**config.mk**
```make
export PLATFORM = sky130hd
export DESIGN_NAME = ppx_generator_mc_flat
export DESIGN_NICKNAME = d
export VERILOG_FILES = /design/src/rtl/ppx_mc_pkg.sv /design/src/rtl/ppx_mc_if.sv /design/src/rtl/ppx_mc_channel.sv /design/src/rtl/ppx_generator_mc.sv /design/src/flat_wrapper.sv
export SDC_FILE = /design/constraint.sdc
export NUM_CORES = 2
export LEC_CHECK = 0
export ABC_AREA = 0
export CORE_AREA = 2 2 451 453
export CTS_BUF_LIST = sky130_fd_sc_hd__clkbuf_4
export CTS_CLUSTER_DIAMETER = 200
export DETAILED_ROUTE_END_ITERATION = 16
export DIE_AREA = 0 0 453 455
export PLACE_DENSITY = 0.59
export RECOVER_POWER = 100
export SYNTH_ARGS = -nofsm -noshare
export SYNTH_HDL_FRONTEND = slang
export SYNTH_SLANG_ARGS = --single-unit
```
**constraint.sdc**
```tcl
create_clock -name clk -period 27.5 [get_ports clk]
set_input_delay 5.5 -clock clk [delete_from_list [all_inputs] [get_ports clk]]
set_output_delay 5.5 -clock clk [all_outputs]
set_load 0.05 [all_outputs]
```
**src/rtl/ppx_mc_pkg.sv**
```systemverilog
// ---------------------------------------------------------------------------
// ppx_mc_pkg
// Shared definitions for the multi-channel pulse-per-X generator:
//   - per-channel FSM state encoding
//   - configuration register addresses (cfg_addr values)
//   - bit positions inside the ctrl register
// ---------------------------------------------------------------------------
package ppx_mc_pkg;

  typedef enum logic [1:0] {
    IDLE  = 2'd0,
    ARMED = 2'd1,
    RUN   = 2'd2,
    DONE  = 2'd3
  } ch_state_e;

  localparam logic [1:0] ADDR_PERIOD = 2'd0;
  localparam logic [1:0] ADDR_PHASE  = 2'd1;
  localparam logic [1:0] ADDR_CTRL   = 2'd2;
  localparam logic [1:0] ADDR_BURST  = 2'd3;

  // ctrl register layout: [5] sync_mode, [4:0] duty_log2
  localparam int DUTY_W        = 5;
  localparam int CTRL_DUTY_LSB = 0;
  localparam int CTRL_SYNC_BIT = 5;

endpackage

```
**src/rtl/ppx_mc_if.sv**
```systemverilog
// ---------------------------------------------------------------------------
// ppx_mc_if
// Configuration bus shared by all channels of ppx_generator_mc.
//   cfg_wr    write strobe
//   cfg_ch    target channel index (CH_W bits)
//   cfg_addr  register select (see ppx_mc_pkg ADDR_*)
//   cfg_data  write data (CNT_W bits)
// Modports: master drives the bus, slave (the generator) receives it.
// ---------------------------------------------------------------------------
interface ppx_mc_if #(
  parameter int CH_W  = 2,
  parameter int CNT_W = 32
) ();

  logic             cfg_wr;
  logic [CH_W-1:0]  cfg_ch;
  logic [1:0]       cfg_addr;
  logic [CNT_W-1:0] cfg_data;

  modport master (
    output cfg_wr,
    output cfg_ch,
    output cfg_addr,
    output cfg_data
  );

  modport slave (
    input cfg_wr,
    input cfg_ch,
    input cfg_addr,
    input cfg_data
  );

endinterface

```
**src/rtl/ppx_mc_channel.sv**
```systemverilog
// ---------------------------------------------------------------------------
// ppx_mc_channel
// One pulse-per-X channel: staging and active configuration registers,
// IDLE/ARMED/RUN/DONE state machine, period and pulse counters, and the
// registered pulse output.
//
// Ports
//   clk, reset       system clock, synchronous active-high reset
//   cfg_wr           write strobe already qualified for this channel
//   cfg_addr         register select (period/phase/ctrl/burst)
//   cfg_data         write data
//   start, stop      arm/start and abort strobes
//   sync_edge        one-cycle strobe from the shared sync edge detector
//   ppx              registered pulse output
//   busy             channel is ARMED or RUN
//   done             one-cycle strobe while in DONE (burst finished)
//   pulse_cnt        pulses since last RUN entry (PPX_MC_STATUS_EN only)
//
// Configuration macro: PPX_MC_STATUS_EN exposes the pulse counter as a port.
// ---------------------------------------------------------------------------
module ppx_mc_channel
  import ppx_mc_pkg::*;
#(
  parameter int CNT_W    = 32,
  parameter int CLK_FREQ = 10_000_000
) (
  input  logic             clk,
  input  logic             reset,
  input  logic             cfg_wr,
  input  logic [1:0]       cfg_addr,
  input  logic [CNT_W-1:0] cfg_data,
  input  logic             start,
  input  logic             stop,
  input  logic             sync_edge,
  output logic             ppx,
  output logic             busy,
  output logic             done
`ifdef PPX_MC_STATUS_EN
  ,
  output logic [CNT_W-1:0] pulse_cnt
`endif
);

  localparam logic [CNT_W-1:0] DEF_PERIOD = CNT_W'(CLK_FREQ);
  localparam logic [CNT_W-1:0] ONE        = CNT_W'(1);

  // High-phase length minus one. duty_log2==0 or duty_log2>=CNT_W give a
  // single-cycle pulse; otherwise P>>duty_log2, never less than one cycle.
  function automatic logic [CNT_W-1:0] width_m1(input logic [CNT_W-1:0]  p,
                                                 input logic [DUTY_W-1:0] d);
    logic [CNT_W-1:0] w;
    w = ONE;
    if (d != '0 && int'(d) < CNT_W) begin
      w = p >> d;
      if (w == '0) w = ONE;
    end
    return w - ONE;
  endfunction

  // Staging registers (software view)
  logic [CNT_W-1:0]  period_q, phase_q, burst_q;
  logic [DUTY_W-1:0] duty_q;
  logic              sync_mode_q;

  // Staging values including a write in this cycle, so that a write landing
  // on the same cycle as a commit is the value that gets committed.
  logic [CNT_W-1:0]  period_n, phase_n, burst_n;
  logic [DUTY_W-1:0] duty_n;
  logic              sync_mode_n;

  // Active registers (what the counters actually use)
  logic [CNT_W-1:0] p_act_q, w_m1_act_q, burst_act_q;

  logic [CNT_W-1:0] count_q, pcnt_q;
  ch_state_e        state_q, state_d;

  // Values derived from the staging view, used when committing
  logic [CNT_W-1:0] p_eff_n, ph_clamp_n, load_n, w_m1_n;

  logic             run_entry;
  logic             in_run, wrap, pulse_hit, last_pulse;
  logic [CNT_W-1:0] pcnt_inc;

  // NOTE: every always_comb output gets a default before any branch, so no
  // path through the block can leave it unassigned and infer a latch.
  always_comb begin
    period_n    = period_q;
    phase_n     = phase_q;
    burst_n     = burst_q;
    duty_n      = duty_q;
    sync_mode_n = sync_mode_q;
    if (cfg_wr) begin
      case (cfg_addr)
        ADDR_PERIOD: period_n = cfg_data;
        ADDR_PHASE:  phase_n  = cfg_data;
        ADDR_CTRL: begin
          duty_n      = cfg_data[CTRL_DUTY_LSB +: DUTY_W];
          sync_mode_n = cfg_data[CTRL_SYNC_BIT];
        end
        default:     burst_n  = cfg_data;
      endcase
    end
  end

  always_comb begin
    p_eff_n    = (period_n == '0) ? DEF_PERIOD : period_n;
    ph_clamp_n = (phase_n >= p_eff_n) ? (p_eff_n - ONE) : phase_n;
    // (P - Ph) mod P: a zero phase starts right on the pulse position
    load_n     = (ph_clamp_n == '0) ? '0 : (p_eff_n - ph_clamp_n);
    w_m1_n     = width_m1(p_eff_n, duty_n);
  end

  assign in_run    = (state_q == RUN);
  assign wrap      = in_run && (count_q == p_act_q - ONE);
  assign pulse_hit = in_run && (count_q == '0);
  assign pcnt_inc  = (pulse_hit && !(&pcnt_q)) ? (pcnt_q + ONE) : pcnt_q;

  // The burst ends on the last high count of its Nth pulse; the output
  // register shows that final high cycle while the FSM sits in DONE.
  assign last_pulse = in_run && (burst_act_q != '0) &&
                      (pcnt_inc >= burst_act_q) && (count_q == w_m1_act_q);

  // -------------------------------------------------------------------------
  // FSM: next state
  // -------------------------------------------------------------------------
  always_comb begin
    state_d   = state_q;
    run_entry = 1'b0;
    case (state_q)
      IDLE: begin
        if (start) begin
          if (sync_mode_n) begin
            state_d = ARMED;
          end else begin
            state_d   = RUN;
            run_entry = 1'b1;
          end
        end
      end
      ARMED: begin
        if (sync_edge) begin
          state_d   = RUN;
          run_entry = 1'b1;
        end
      end
      RUN: begin
        if (last_pulse) state_d = DONE;
      end
      default: state_d = IDLE;
    endcase
    // Abort overrides everything, including a simultaneous start
    if (stop) begin
      state_d   = IDLE;
      run_entry = 1'b0;
    end
  end

  // NOTE: sequential state uses non-blocking assignments so every register
  // samples pre-edge values regardless of statement order.
  always_ff @(posedge clk) begin
    if (reset) state_q <= IDLE;
    else       state_q <= state_d;
  end

  // -------------------------------------------------------------------------
  // Staging registers
  // -------------------------------------------------------------------------
  always_ff @(posedge clk) begin
    if (reset) begin
      period_q    <= '0;
      phase_q     <= '0;
      burst_q     <= '0;
      duty_q      <= '0;
      sync_mode_q <= 1'b0;
    end else begin
      period_q    <= period_n;
      phase_q     <= phase_n;
      burst_q     <= burst_n;
      duty_q      <= duty_n;
      sync_mode_q <= sync_mode_n;
    end
  end

  // -------------------------------------------------------------------------
  // Active config, counters and pulse output
  // -------------------------------------------------------------------------
  always_ff @(posedge clk) begin
    if (reset) begin
      p_act_q     <= DEF_PERIOD;
      w_m1_act_q  <= '0;
      burst_act_q <= '0;
      count_q     <= '0;
      pcnt_q      <= '0;
      ppx         <= 1'b0;
    end else begin
      if (run_entry) begin
        p_act_q     <= p_eff_n;
        w_m1_act_q  <= w_m1_n;
        burst_act_q <= burst_n;
        count_q     <= load_n;
        pcnt_q      <= '0;
      end else if (in_run) begin
        pcnt_q <= pcnt_inc;
        if (wrap) begin
          // Period boundary: the only point besides RUN entry where new
          // configuration takes effect, so a period never changes mid-way.
          count_q     <= '0;
          p_act_q     <= p_eff_n;
          w_m1_act_q  <= w_m1_n;
          burst_act_q <= burst_n;
        end else begin
          count_q <= count_q + ONE;
        end
      end
      ppx <= in_run && !stop && (count_q <= w_m1_act_q);
    end
  end

  assign busy = (state_q == ARMED) || (state_q == RUN);
  assign done = (state_q == DONE);

`ifdef PPX_MC_STATUS_EN
  assign pulse_cnt = pcnt_q;
`endif

endmodule

```
**src/rtl/ppx_generator_mc.sv**
```systemverilog
// ---------------------------------------------------------------------------
// ppx_generator_mc
// NUM_CH independent pulse-per-X channels with phase offset, sync-aligned
// start, burst mode and period-boundary reconfiguration.
//
// Ports
//   clk, reset    system clock, synchronous active-high reset
//   cfg           configuration bus (ppx_mc_if.slave)
//   start, stop   per-channel arm/start and abort strobes
//   sync_in       external alignment pulse, rising edge used
//   ppx           registered per-channel pulse outputs
//   busy          per-channel ARMED or RUN
//   done          per-channel one-cycle burst completion strobe
//   pulse_cnt     NUM_CH*CNT_W pulse counts (only with PPX_MC_STATUS_EN)
//
// Configuration macro: PPX_MC_STATUS_EN adds the pulse_cnt status port.
// ---------------------------------------------------------------------------
module ppx_generator_mc
  import ppx_mc_pkg::*;
#(
  parameter  int NUM_CH   = 4,
  parameter  int CNT_W    = 32,
  parameter  int CLK_FREQ = 10_000_000,
  localparam int CH_W     = (NUM_CH > 1) ? $clog2(NUM_CH) : 1
) (
  input  logic              clk,
  input  logic              reset,
  ppx_mc_if.slave           cfg,
  input  logic [NUM_CH-1:0] start,
  input  logic [NUM_CH-1:0] stop,
  input  logic              sync_in,
  output logic [NUM_CH-1:0] ppx,
  output logic [NUM_CH-1:0] busy,
  output logic [NUM_CH-1:0] done
`ifdef PPX_MC_STATUS_EN
  ,
  output logic [NUM_CH*CNT_W-1:0] pulse_cnt
`endif
);

  // sync_in is registered once, then compared with its delayed copy; ARMED
  // channels therefore enter RUN two cycles after sync_in rises, together.
  logic sync_q, sync_q2, sync_edge;

  always_ff @(posedge clk) begin
    if (reset) begin
      sync_q  <= 1'b0;
      sync_q2 <= 1'b0;
    end else begin
      sync_q  <= sync_in;
      sync_q2 <= sync_q;
    end
  end

  assign sync_edge = sync_q && !sync_q2;

  for (genvar i = 0; i < NUM_CH; i++) begin : g_ch
    // A channel index that matches no instance is simply dropped
    logic wr_sel;
    assign wr_sel = cfg.cfg_wr && (cfg.cfg_ch == CH_W'(i));

    ppx_mc_channel #(
      .CNT_W    (CNT_W),
      .CLK_FREQ (CLK_FREQ)
    ) u_ch (
      .clk       (clk),
      .reset     (reset),
      .cfg_wr    (wr_sel),
      .cfg_addr  (cfg.cfg_addr),
      .cfg_data  (cfg.cfg_data),
      .start     (start[i]),
      .stop      (stop[i]),
      .sync_edge (sync_edge),
      .ppx       (ppx[i]),
      .busy      (busy[i]),
      .done      (done[i])
`ifdef PPX_MC_STATUS_EN
      ,
      .pulse_cnt (pulse_cnt[i*CNT_W +: CNT_W])
`endif
    );
  end

endmodule

```
**src/flat_wrapper.sv**
```systemverilog
// flat-port wrapper written by rule: the top's interface ports become plain ports
module ppx_generator_mc_flat import ppx_mc_pkg::*;
#(
  parameter  int NUM_CH   = 4,
  parameter  int CNT_W    = 32,
  parameter  int CLK_FREQ = 10_000_000,
  localparam int CH_W     = (NUM_CH > 1) ? $clog2(NUM_CH) : 1
)
  (clk, reset, start, stop, sync_in, ppx, busy, done, cfg_cfg_wr, cfg_cfg_ch, cfg_cfg_addr, cfg_cfg_data);
  ppx_mc_if #(.CH_W((2)), .CNT_W(CNT_W)) cfg_i ();
  input  logic clk;
  input  logic reset;
  input  logic [NUM_CH-1:0] start;
  input  logic [NUM_CH-1:0] stop;
  input  logic sync_in;
  output logic [NUM_CH-1:0] ppx;
  output logic [NUM_CH-1:0] busy;
  output logic [NUM_CH-1:0] done;
  input wire logic [$bits(cfg_i.cfg_wr)-1:0] cfg_cfg_wr;
  input wire logic [$bits(cfg_i.cfg_ch)-1:0] cfg_cfg_ch;
  input wire logic [$bits(cfg_i.cfg_addr)-1:0] cfg_cfg_addr;
  input wire logic [$bits(cfg_i.cfg_data)-1:0] cfg_cfg_data;
  assign cfg_i.cfg_wr = cfg_cfg_wr;
  assign cfg_i.cfg_ch = cfg_cfg_ch;
  assign cfg_i.cfg_addr = cfg_cfg_addr;
  assign cfg_i.cfg_data = cfg_cfg_data;
  ppx_generator_mc #(.NUM_CH(NUM_CH), .CNT_W(CNT_W), .CLK_FREQ(CLK_FREQ)) u_core (.clk(clk), .reset(reset), .cfg(cfg_i), .start(start), .stop(stop), .sync_in(sync_in), .ppx(ppx), .busy(busy), .done(done));
endmodule
```
==> flow_summary.yaml <==
outcome:
  violations: "capacitance limit, slew limit"
  status: "finished, violations left"
timing:
  drv_slew: 1330
  setup_tns_ns: 0
  worst_slew_pin_slew_ns: 4.27
  worst_slack_ns: 6.80
  min_period_ns: 20.70
  clock_skew_ns: 0.173
  finalSetupViolCount: 0
  fmax_mhz: 48.3
  period_share_pct: 75.3
  slew_headroom_pct: -184
  rsz0062_at_grt: "no"
  final_hold_viol_count: 0
min_path:
  hold_path_startpoint: "u_core.g_ch[1].u_ch.w_m1_act_q[3]"
  holdPathStages: 2
  hold_path_class: "flop to flop"
  whs_endpoint: "u_core.g_ch[1].u_ch.w_m1_act_q[3]"
placement:
  dpl_cell_area_um2: 83300
  pre_cts_ws_ns: 11.38
  gp_congestion: 1.01
  dp_hpwl_mm: 247
  io_buffers: 59
grt:
  grt_max_degree: 86
  overflow: 0
  grt_pass1_vias: 77900
  grt_pass1_wl_mm: 498
  grt_antenna_before_repair: 20
  track_usage_pct: 31.4
yosys:
  synth_top_area_share_pct: 26.5
  synth_warnings: 0
  synthTopCellsByArea: "dfxtp_1 (26%), ha_1 (7.5%), nor2_1 (5.7%), nand2_1 (5.5%), a21oi_1 (4.6%)"
  postSynthAreaPerCell_um2: 7.44
  yosysSeqAreaShare_pct: 26.5
  ys_ff_latch: 1062
  synth-compound-area-share_pct: 22.6
  synthesis.nets: 11300
  syn_inst: 10800
  syn_area_um2: 80300
  yosys.area.top_type: "dfxtp_1"
  synthAdderAreaFrac_pct: 7.85
  synth_edf_count: 0
  yosys.cell_types.count: 123
  yosys.area_share.simple_pct: 24.7
  synth_top_family_by_area: "simple AND/OR/NAND/NOR gates"
  async_reset_ff_share_pct: 0
  synthXorXnorAreaFrac_pct: 6.75
  synth_mux_area_share_pct: 5.40
  ys.flop_type: "dfxtp_1"
clock_tree:
  holdBufCountCts: 0
  clk_pin_slew_ns: 0.07
  clock_path_buffers: 4
  cts_root_buf: "clkbuf_4"
  tritoncts: "done"
  post_cts_buffers: 0
  cts.sinks: 1062
  post_cts_resized: 0
  cts_buffers: 326
  htreeDepth: 5
  insertion_delay_ns: 1.43
worst_setup_path:
  crit_required_ns: 28.70
  r2r-start: "u_core.g_ch[3].u_ch.period_q[10]"
  cpPeakStageDelay_ns: 1.64
  cp_slowest_cell: "clkbuf_1"
  r2r_slack_ns: 15.10
  r2r_end: "u_core.g_ch[3].u_ch.count_q[27]"
  crit_arrival_ns: 21.90
  reg2reg_depth: 23
  startpoint_type: "primary input"
  cp_max_fo: 53
  crit_buf_inv: 6
  crit_family: "buffers and inverters"
  crit_type: "primary input to flop"
  cpMostUsedCell: "clkbuf_1"
  endpoint_kind: "flop"
  worstSetupStartpoint: "cfg_cfg_addr[0]"
run:
  cap_violations: 30
power:
  power_frac_comb_pct: 36.6
  cellPowerDensity_nw_per_um2: 59.2
  clockPowerShare_pct: 29.6
  power_mw: 5.14
  switching_share_pct: 40.6
  p_leak_nw: 35.5
  p_int_mw: 3.05
  peakVddDrop_mv: 0.0423
  p_sw_mw: 2.09
  p_seq_share_pct: 33.8
final_layout:
  ff_latch_area_um2: 21300
  stdcell_area_um2: 86800
  drive_gt1_share_pct: 8.57
  areaGrowthSynthToFinish_pct: 8.19
  fillers: 20900
  multiInputGateArea_um2: 54100
  nNetsFinal: 11300
  final_util_pct: 43.1
drt:
  route.detailed.drc: 0
  vias: 83100
  drt_iter0_drc: 8642
  drt-pass1-iter-count: 6
  antenna_left: 0
  routed_wirelength_mm: 336
  wl_per_cell_um: 24.6
  viasPerCell: 6.09
die:
  io_pins: 60
  dieArea_um2: 206000
  core_um2: 201000
  fp-row-count: 165
  dieWidth_um: 453
  die_y_um: 455
  start_util_pct: 39.9
[tightest hold or removal path, stage by stage (launching register included)]
cell and delay [ns]:
dfxtp_1 0.31, nand2_1 0.05, a21oi_1 0.05
[cells by family after synthesis]
kind of cell	count (synthesis)
AND/OR/NAND/NOR	4160
AO/OA/AOI/OAI	2783
buffers and inverters	1263
flip-flops	1062
XOR/XNOR	619
adder cells (fa/ha/maj)	506
multiplexers	402
[final cells by class]
cell class | instances | share of cell area (%)
inverters | 592 | 2.56
clock inverters | 92 | 0.480
clock buffers | 449 | 3.88
multi-input cells | 8470 | 62.3
repair buffers | 288 | 2.36
diodes | 19 | 0.0548
flip-flops and latches | 1062 | 24.5
well taps | 2672 | 3.85
[Yosys cell counts, types with 24 or more instances]
cell	number
inv_1	567
a21oi_1	731
nand3_1	308
or4_1	33
a31oi_1	117
mux2_2	73
mux2i_1	302
nor4_1	152
a21boi_0	24
a22oi_1	74
a211oi_1	251
o211ai_1	102
o22ai_1	64
nand4_1	174
nand2b_1	105
ha_1	478
xnor2_1	408
o31ai_1	74
o21ai_0	582
buf_2	73
a21o_1	137
o311ai_1	26
a221oi_1	30
xor2_1	211
nand2_1	1167
nor2b_1	213
o32ai_1	47
o311ai_0	44
o21a_1	52
or3_1	64
maj3_1	24
o221ai_1	31
o21ai_1	58
a211o_1	30
clkbuf_1	513
and2_1	84
dfxtp_1	1062
nor3_1	232
buf_1	50
and3_1	182
nor3b_1	41
a311oi_1	41
or2_2	46
nor2_1	1229
nand3b_1	31
[through the flow]
stage          hold slack (ns)  std cells
2_1_floorplan            0.420      10800
3_3_place_gp             0.441      13100
3_5_place_dp             0.445      13100
4_1_cts                  0.454      13600
5_1_grt                  0.466      13600
6_report                 0.450      13600
[power groups by stage]
stage          registers [mW]  logic (mW)  clock network [mW]
2_1_floorplan            1.71        1.31                   0
3_3_place_gp             1.77        1.82                   0
3_5_place_dp             1.77        1.84                   0
4_1_cts                  1.73        1.85                1.56
5_1_grt                  1.75        2.04                1.64
6_report                 1.74        1.88                1.52
[registers in the layout, indices dropped and copies added (netlist names)]
signal and count:
u_core.g_ch.u_ch.burst_act_q 128, u_core.g_ch.u_ch.burst_q 128, u_core.g_ch.u_ch.count_q 128, u_core.g_ch.u_ch.duty_q 20
u_core.g_ch.u_ch.p_act_q 128, u_core.g_ch.u_ch.pcnt_q 128, u_core.g_ch.u_ch.period_q 128, u_core.g_ch.u_ch.phase_q 128
u_core.g_ch.u_ch.ppx 4, u_core.g_ch.u_ch.state_q 8, u_core.g_ch.u_ch.sync_mode_q 4, u_core.g_ch.u_ch.w_m1_act_q 128
u_core.sync_q 1, u_core.sync_q2 1
[cell usage in the layout (no fill, tap or decap), types with 102 or more instances in the layout]
master / Yosys / layout
nand4_1: 174 / 174
mux2i_1: 302 / 291
ha_1: 478 / 478
and3_1: 182 / 182
nand2b_1: 105 / 104
a31oi_1: 117 / 117
a21oi_1: 731 / 731
nand2_1: 1167 / 1168
a21o_1: 137 / 136
nand3_1: 308 / 309
inv_1: 567 / 567
o21ai_0: 582 / 594
clkbuf_4: 0 / 449
xor2_1: 211 / 211
xnor2_1: 408 / 408
o211ai_1: 102 / 102
nor2_1: 1229 / 1219
buf_4: 21 / 191
nor2b_1: 213 / 211
dfxtp_1: 1062 / 1062
nor3_1: 232 / 233
a211oi_1: 251 / 251
nor4_1: 152 / 153
[how the worst max path moves through the flow]
stage,endpoint,slack (ns),cells after the start
after floorplan,u_core.g_ch[2].u_ch.count_q[28],12.79,37
after global placement,u_core.g_ch[2].u_ch.count_q[28],11.45,34
after detailed placement,u_core.g_ch[2].u_ch.count_q[28],11.38,34
after CTS,u_core.g_ch[2].u_ch.count_q[28],12.84,34
after global routing,u_core.g_ch[3].u_ch.count_q[19],6.15,25
final,u_core.g_ch[3].u_ch.count_q[27],6.80,26
[metal layers]
layer	up-vias	part of all wire [%]	GRT usage, %
li1	38700	-	-
met4	8	6.7	19.0
met5	-	0.015	0
met3	989	8.4	5.88
met2	3765	43	48.7
met1	39700	42	40.4
Note: power is estimated with default switching activity, not from simulation.
